<file path="src/rtl/serial_alu_sequencer.sv">
// Bit-serial ALU sequencer: runs WIDTH-bit add/subtract functions through one
// full-adder slice, LSB first, between two valid/ready handshakes.
module serial_alu_sequencer #(
    parameter int WIDTH = 8
) (
    input  logic             clk,
    input  logic             rst,
    input  logic             in_valid,
    output logic             in_ready,
    input  logic [WIDTH-1:0] in_a,
    input  logic [WIDTH-1:0] in_b,
    input  logic             in_s1,
    input  logic             in_s0,
    input  logic             in_ci,
    output logic             out_valid,
    input  logic             out_ready,
    output logic [WIDTH-1:0] out_h,
    output logic             out_co,
    output logic             busy
);

    localparam int CW = $clog2(WIDTH);
    localparam logic [CW-1:0] LAST = CW'(WIDTH - 1);

    typedef enum logic [1:0] {
        IDLE,
        RUN,
        DONE
    } state_t;

    state_t state;
    state_t next_state;

    logic [WIDTH-1:0] a_reg;
    logic [WIDTH-1:0] b_reg;
    logic [WIDTH-1:0] shift_reg;
    logic [1:0]       sel_reg;
    logic [CW-1:0]    cnt;
    logic             carry;

    logic a_bit;
    logic b_bit;
    logic sum;
    logic cout;
    logic accept;
    logic last_bit;

    always_ff @(posedge clk) begin
        if (rst) begin
            state <= IDLE;
        end else begin
            state <= next_state;
        end
    end

    always_comb begin
        next_state = state;
        in_ready   = 1'b0;
        out_valid  = 1'b0;
        busy       = 1'b0;
        case (state)
            IDLE: begin
                in_ready = 1'b1;
                if (in_valid) begin
                    next_state = RUN;
                end
            end
            RUN: begin
                busy = 1'b1;
                if (cnt == LAST) begin
                    next_state = DONE;
                end
            end
            DONE: begin
                out_valid = 1'b1;
                if (out_ready) begin
                    next_state = IDLE;
                end
            end
            default: next_state = IDLE;
        endcase
    end

    // Operand conditioning: s1s0 = 00 zeroes B, 10 inverts B, 11 inverts A.
    always_comb begin
        a_bit = (sel_reg == 2'b11) ? ~a_reg[0] : a_reg[0];
        case (sel_reg)
            2'b00:   b_bit = 1'b0;
            2'b10:   b_bit = ~b_reg[0];
            default: b_bit = b_reg[0];
        endcase
        sum      = a_bit ^ b_bit ^ carry;
        cout     = (a_bit & b_bit) | (carry & (a_bit ^ b_bit));
        accept   = (state == IDLE) && in_valid;
        last_bit = (cnt == LAST);
    end

    always_ff @(posedge clk) begin
        if (rst) begin
            a_reg     <= '0;
            b_reg     <= '0;
            shift_reg <= '0;
            sel_reg   <= '0;
            cnt       <= '0;
            carry     <= 1'b0;
            out_h     <= '0;
            out_co    <= 1'b0;
        end else if (accept) begin
            // The carry-in select bit is the initial carry for every function.
            a_reg     <= in_a;
            b_reg     <= in_b;
            shift_reg <= '0;
            sel_reg   <= {in_s1, in_s0};
            cnt       <= '0;
            carry     <= in_ci;
        end else if (state == RUN) begin
            a_reg     <= a_reg >> 1;
            b_reg     <= b_reg >> 1;
            shift_reg <= {sum, shift_reg[WIDTH-1:1]};
            carry     <= cout;
            if (last_bit) begin
                out_h  <= {sum, shift_reg[WIDTH-1:1]};
                out_co <= cout;
            end else begin
                cnt <= cnt + CW'(1);
            end
        end
    end

endmodule

</file>
<file path="config.mk">
export PLATFORM = sky130hd
export DESIGN_NAME = serial_alu_sequencer
export DESIGN_NICKNAME = d
export VERILOG_FILES = /design/src/rtl/serial_alu_sequencer.sv
export SDC_FILE = /design/constraint.sdc
export NUM_CORES = 1
export LEC_CHECK = 0
export ABC_CLOCK_PERIOD_IN_PS = 1380
export CORE_MARGIN = 3
export CORE_UTILIZATION = 30
export DETAILED_ROUTE_END_ITERATION = 12
export SLEW_MARGIN = 20
export SYNTH_ARGS = -nofsm -noshare
export SYNTH_HDL_FRONTEND = slang
export SYNTH_SLANG_ARGS = --single-unit
export TNS_END_PERCENT = 30
</file>
<file path="constraint.sdc">
create_clock -name clk -period 1.38 [get_ports clk]
set_input_delay 0.276 -clock clk [delete_from_list [all_inputs] [get_ports clk]]
set_output_delay 0.276 -clock clk [all_outputs]
set_load 0.02 [all_outputs]
</file>
==> out/results.tsv, run 1 <==
stage	metric	value	unit
placed_design	place_congestion	0.722	
yosys	synthSimpleGateAreaFrac	0.192	
worst_setup_path	crit_arrival	1.66	ns
die	fp.dieW	83.9	µm
timing	fmax	700	MHz
worst_setup_path	cp_slowest_cell	dfxtp_4	
die	row_count	27	
clock_tree	clkSinkCount	40	
yosys	synth.mux.area_fraction	0	
detailed_routing	dr.pass1.iters	4	
timing	min_period	1.43	ns
placed_design	dp_hpwl	3.17	mm
timing	maxSlewViolCount	0	
timing	finalCritPeriodShare	1.03	
yosys	synth_compound_area_frac	0.266	
detailed_routing	vias	1681	
worst_setup_path	worstSetupPathDepth	5	
global_route	groute.usage.overall	0.135	
timing	hold_violations	0	
hold_path	hold_depth	2	
worst_setup_path	max_stage_delay	0.37	ns
yosys	ys_warn_count	0	
detailed_routing	drt_wl_total	4.52	mm
detailed_routing	first_iter_violations	102	
clock_tree	clk_pin_slew	0.07	ns
yosys	ys_types	27	
power	peakVddDrop	0.333	mV
global_route	grt.overflow.total	0	
yosys	ys_seq_elements	40	
timing	fin_worst_skew	0.00245	ns
final_layout	nets	296	
yosys	synth_sequential_area_ratio	0.440	
clock_tree	clock_latency	0.29	ns
worst_setup_path	crit_path_end_kind	flip-flop	
die	core-area	5680	µm²
worst_setup_path	path_buf_inv	0	
yosys	synthAdderAreaFrac	0.0247	
clock_tree	hold_buffers	0	
detailed_routing	wl_per_cell	13.2	µm
yosys	synth_top_family_by_area	compound AO/OA/AOI/OAI gates	
yosys	syn_nets	246	
clock_tree	cts_buffers	5	
worst_setup_path	path_max_fanout	4	
power	p_per_area	950	nW/µm²
timing	rsz0062_at_grt	yes	
global_route	grt_pass1_wl	7.64	mm
die	die-area	7040	µm²
run	maxCapViolCount	0	
hold_path	hp-class	flip-flop to flip-flop	
final_layout	syn_to_final_growth	42.1	%
final_layout	fin_util	0.456	
detailed_routing	ant_nets	0	
timing	maxSlewHeadroom	0.793	
outcome	status	finished, violations left	
final_layout	drive_above_1_share	0.280	
worst_setup_path	cp_cell_sequence	nor3b_2 -> a21oi_2 -> fa_2 -> a221o_1 -> a21oi_1	
final_layout	nFillCells	580	
yosys	syn_avg_cell_area	8.28	µm²
power	p_leak	1.01	nW
global_route	grt_max_degree	25	
timing	worst_pin_slew	0.302	ns
global_route	grt_pass1_vias	1656	
timing	timing.hold.ws	0.453	ns
global_route	antenna_found_initial	0	
worst_setup_path	required	1.61	ns
yosys	synthCells	220	
timing	setup_viol	2	
die	initial_core_util	0.321	
clock_tree	max-clock-path-buffers	2	
placed_design	portBuffers	34	
worst_setup_path	reg2reg_depth	5	
die	ioPinCount	35	
worst_setup_path	crit_type	flip-flop to flip-flop	
placed_design	pre_cts_ws	-0.321	ns
clock_tree	cts_tree	built	
outcome	violations	setup timing	
worst_setup_path	cp_top_family	compound AO/OA/AOI/OAI gates	
detailed_routing	drc_errors	0	
yosys	synth_xor_area_frac	0.00962	
clock_tree	root_buffer	clkbuf_8	
clock_tree	h-tree-depth	2	
detailed_routing	via_per_inst	4.90	
power	design_power_total	2.46	mW
yosys	netlist_area	1820	µm²
final_layout	n_antenna_cell	0	
die	die_h	83.9	µm
worst_setup_path	start_kind	flip-flop	
timing	fin_ws	-0.0477	ns
-- cell usage after synthesis (all sizes together) --
master / instances / share of area
dfxtp: 40 / 0.44
a21oi: 38 / 0.10
nand2: 31 / 0.064
nor2: 28 / 0.058
buf: 14 / 0.040
inv: 11 / 0.023
o221a: 8 / 0.049
a2111oi: 7 / 0.051
nor2b: 7 / 0.024
o22ai: 7 / 0.024
o21ai: 6 / 0.016
a211oi: 3 / 0.015
clkbuf: 3 / 0.0062
nand2b: 3 / 0.010
nand3b: 3 / 0.012
nor3b: 3 / 0.015
ha: 2 / 0.014
xnor2: 2 / 0.0096
a221o: 1 / 0.0055
and3b: 1 / 0.0048
fa: 1 / 0.011
or2: 1 / 0.0034
-- placed cells by master (no fill, tap or decap), types with 3 or more instances in the layout --
cell / count
nor2_1: 27
o221a_2: 8
inv_1: 9
dfxtp_1: 33
buf_4: 22
dfxtp_2: 5
o21ai_0: 6
nand2_1: 30
clkdlybuf4s50_1: 21
a211oi_2: 3
clkbuf_8: 6
a21oi_2: 3
nor2b_1: 6
a21oi_1: 35
a2111oi_2: 6
dlygate4sd2_1: 10
nand3b_1: 3
o22ai_1: 7
-- path summary, 6_finish.rpt --
check / startpoint / endpoint / slack, ns
max reg2reg: sel_reg[0] / carry / -0.05
min reg2reg: out_h[0] / out_h[0] / 0.45
min: out_h[0] / out_h[0] / 0.45
max: sel_reg[0] / carry / -0.05
-- timing repair --
action | in CTS | in global routing
setup buffers | 0 | 1
pin swaps | 0 | 5
gates resized for setup | 33 | 27
hold endpoints to repair | 0 | 0
gates cloned | 0 | 1
setup endpoints to repair | 25 | 29
-- power by group --
part           internal, mW  total [mW]  leakage (nW)  switching (mW)
registers              1.21        1.26         0.331          0.0460
logic                 0.218       0.407         0.631           0.189
clock network         0.408       0.798        0.0455           0.390
total                  1.84        2.46          1.01           0.625
-- cells by family (layout without fill, tap and decap cells) --
| kind of cell | after synthesis | after routing |
|---|---|---|
| xor gates and xnor gates | 2 | 2 |
| DFF | 40 | 40 |
| buffers and inverters | 28 | 79 |
| and+or+nand+nor | 77 | 77 |
| AOI/OAI and AO/OA | 70 | 70 |
| adders and majority gates | 3 | 3 |
-- through the flow --
step           area (µm²)  TNS [ns]  cells
3_5_place_dp         2380     -6.92    334
3_3_place_gp         2380     -5.75    334
6_report             2590   -0.0578    343
4_1_cts              2480    -0.137    342
2_1_floorplan        1820         0    220
5_1_grt              2590    -0.331    343
-- final cells by class --
class	count	area, µm²	area share
clock buffers	8	90.1	0.0348
repair buffers	59	546	0.211
well taps	72	90.1	0.0348
multi-input cells	152	998	0.386
flip-flops and latches	40	815	0.315
repair inverters	1	5.00	0.00193
inverters	11	45.0	0.0174
-- tightest hold or removal path: stages, from the launching register on --
cell and delay, ns:
dfxtp_1 0.31, nand2_1 0.05, a21oi_1 0.05
-- routing by layer --
layer  global-route usage  wire length (µm)
met2                0.207              2100
met5                    0                 0
met3               0.0346               149
met1                0.177              2170
met4               0.0614                99
(Power assumes the default switching activity.)
==> run 2: changes to the inputs <==
CORE_ASPECT_RATIO = 0.9   (was not set)
==> run 2 against run 1 <==
Compared with the run above:
- the run still ends with setup timing left
- final cell count is 0.87% lower
- register-to-register slack hardly changed
- combinational power is 4% lower
- largest cell class unchanged
==> out/results.tsv, run 2 (same netlist as run 1, synthesis figures left out) <==
stage	metric	value	unit	change
placed_design	pre_cts_ws	-0.269	ns	+0.0525 ns
final_layout	finalNonFillerCells	340		-0.87%
final_layout	drive_above_1_share	0.281		+0.00104
worst_setup_path	reg2reg_from	sel_reg[0]		
power	p_leak	1.03	nW	+1.8%
hold_path	hold_depth	2		unchanged
detailed_routing	via_per_inst	4.95		+1.1%
clock_tree	cts_tree	built		
clock_tree	clock_latency	0.30	ns	about the same
clock_tree	hold_buffers	0		unchanged
global_route	grt_pass1_wl	7.23	mm	-5.3%
power	design_power_total	2.50	mW	+1.8%
worst_setup_path	cp_cell_sequence	nor3b_4 -> a21oi_2 -> fa_2 -> a221o_1 -> a21oi_1		
detailed_routing	drt_wl_total	4.66	mm	+2.9%
detailed_routing	ant_nets	0		unchanged
detailed_routing	route.met2.wl	2.07	mm	-1.6%
worst_setup_path	startpoint	sel_reg[0]		
placed_design	place_congestion	0.758		+4.9%
run	maxCapViolCount	0		unchanged
outcome	status	finished, violations left		
placed_design	dp.cells	331		-0.90%
detailed_routing	highest_layer	met4		
worst_setup_path	cp_slowest_cell	dfxtp_4		
timing	fin_ws	-0.0364	ns	+0.0113 ns
die	fp.dieW	88.1	µm	+5.0%
timing	finalCritPeriodShare	1.03		-0.00820
worst_setup_path	cp_top_family	compound AO/OA/AOI/OAI gates		
power	p_per_area	972	nW/µm²	+2.3%
timing	min_period	1.42	ns	-0.0113 ns
global_route	grt_pass1_vias	1531		-7.5%
worst_setup_path	reg2reg_depth	5		unchanged
worst_setup_path	ff2ff_setup_slack	-0.04	ns	about the same
placed_design	dpl-instance-area	2360	µm²	-0.95%
hold_path	hold_start	out_h[0]		
clock_tree	clkSinkCount	40		unchanged
worst_setup_path	crit_arrival	1.65	ns	about the same
clock_tree	h-tree-depth	2		unchanged
outcome	violations	setup timing		
die	core-area	5790	µm²	+2.0%
final_layout	syn_to_final_growth	41.3	%	
hold_path	min_to	out_h[0]		
detailed_routing	first_iter_violations	94		-7.8%
global_route	groute.usage.overall	0.132		-0.00298
timing	worst_pin_slew	0.419	ns	+0.117 ns
detailed_routing	wl_per_cell	13.7	µm	+3.8%
timing	maxSlewHeadroom	0.720		-0.0730
die	die_h	79.9	µm	-4.8%
final_layout	final_cell_mix	36 x a21oi_1, 32 x dfxtp_1, 30 x nand2_1		
worst_setup_path	max_stage_delay	0.37	ns	about the same
detailed_routing	met3_length	246	µm	+65%
die	ioPinCount	35		unchanged
worst_setup_path	start_kind	flip-flop		
die	initial_core_util	0.315		-0.00638
worst_setup_path	rr_endpoint	carry		
timing	fin_worst_skew	0.00682	ns	+0.00437 ns
timing	setup_viol	1		-1
placed_design	portBuffers	34		unchanged
timing	rsz0062_at_grt	yes		
global_route	antenna_found_initial	0		unchanged
placed_design	dp_hpwl	3.18	mm	+0.42%
global_route	grt_max_degree	23		-8.0%
final_layout	n_antenna_cell	0		unchanged
detailed_routing	wl_met1	2.27	mm	+4.3%
final_layout	layout_commonest_cell	a21oi_1		
clock_tree	root_buffer	clkbuf_8		
detailed_routing	drc_errors	0		unchanged
final_layout	post-route-cell-area	2570	µm²	-0.53%
worst_setup_path	path_buf_inv	0		unchanged
power	peakVddDrop	0.348	mV	+4.5%
timing	maxSlewViolCount	0		unchanged
global_route	grt.overflow.total	0		unchanged
worst_setup_path	path_max_fanout	4		unchanged
clock_tree	clk_pin_slew	0.08	ns	about the same
worst_setup_path	required	1.62	ns	about the same
detailed_routing	dr.pass1.iters	4		unchanged
timing	fmax	706	MHz	+0.80%
detailed_routing	vias	1684		+0.18%
worst_setup_path	crit_type	flip-flop to flip-flop		
hold_path	hp-class	flip-flop to flip-flop		
worst_setup_path	crit_path_end_kind	flip-flop		
final_layout	nets	296		unchanged
die	row_count	26		-3.7%
timing	hold_violations	0		unchanged
die	die-area	7040	µm²	about the same
clock_tree	max-clock-path-buffers	2		unchanged
clock_tree	cts_buffers	5		unchanged
## run 2: cell count changes in the layout (fill, tap and decap cells not counted), sizes merged
cell and change:
clkinvlp -2, dlymetal6s2s +1, dlygate4sd2 -1, clkbuf -1
and3b +1, inv +1
## run 2: how the worst max path moves through the flow
stage / to / slack [ns] / depth (start not counted)
floorplan: out_h[7] / 0.03 / 6
global placement: a_reg[1] / -0.27 / 4
detailed placement: a_reg[1] / -0.27 / 4
CTS: carry / -0.07 / 5
global route: carry / -0.10 / 5
finish: carry / -0.04 / 5
## run 2: cell type report
cell class | count | area (µm²)
fill | 596 | 3220
multi-input combinational | 153 | 1010
sequential | 40 | 816
timing repair buffer | 59 | 527
clock buffer | 7 | 96.3
tap | 70 | 87.6
inverter | 11 | 41.3
## run 2: power breakdown
group          internal [mW]  total, mW  switching (mW)
Combinational          0.210      0.390           0.181
Sequential              1.21       1.26          0.0513
Clock                  0.446      0.852           0.406
Total                   1.86       2.50           0.638
## run 2: layer usage
metal | global-route usage | vias to the layer above
met2 | 0.198 | 34
met1 | 0.180 | 775
met4 | 0.0453 | 0
li1 | - | 867
met5 | 0 | -
met3 | 0.0372 | 8
## run 2: through the flow
stage | hold WS [ns] | setup TNS [ns] | utilization
2_1_floorplan | 0.412 | 0 | -
3_3_place_gp | 0.443 | -5.61 | 0.408
3_5_place_dp | 0.447 | -5.73 | 0.408
4_1_cts | 0.455 | -0.204 | 0.425
5_1_grt | 0.478 | -0.262 | 0.445
6_report | 0.453 | -0.0364 | 0.445
## run 2: repair_timing
action | in CTS | in global routing
resized for setup | 30 | 28
endpoints found under the setup margin | 38 | 31
setup buffers | 0 | 1
cloned | 0 | 1
pin swaps | 0 | 4
## run 2: worst reg2reg max path: cells and delay by family (launching register included)
kind	cells	cell delay (ns)
AOI/OAI and AO/OA	3	0.46
and+or+nand+nor	1	0.18
adders and majority gates	1	0.34
DFF	1	0.37
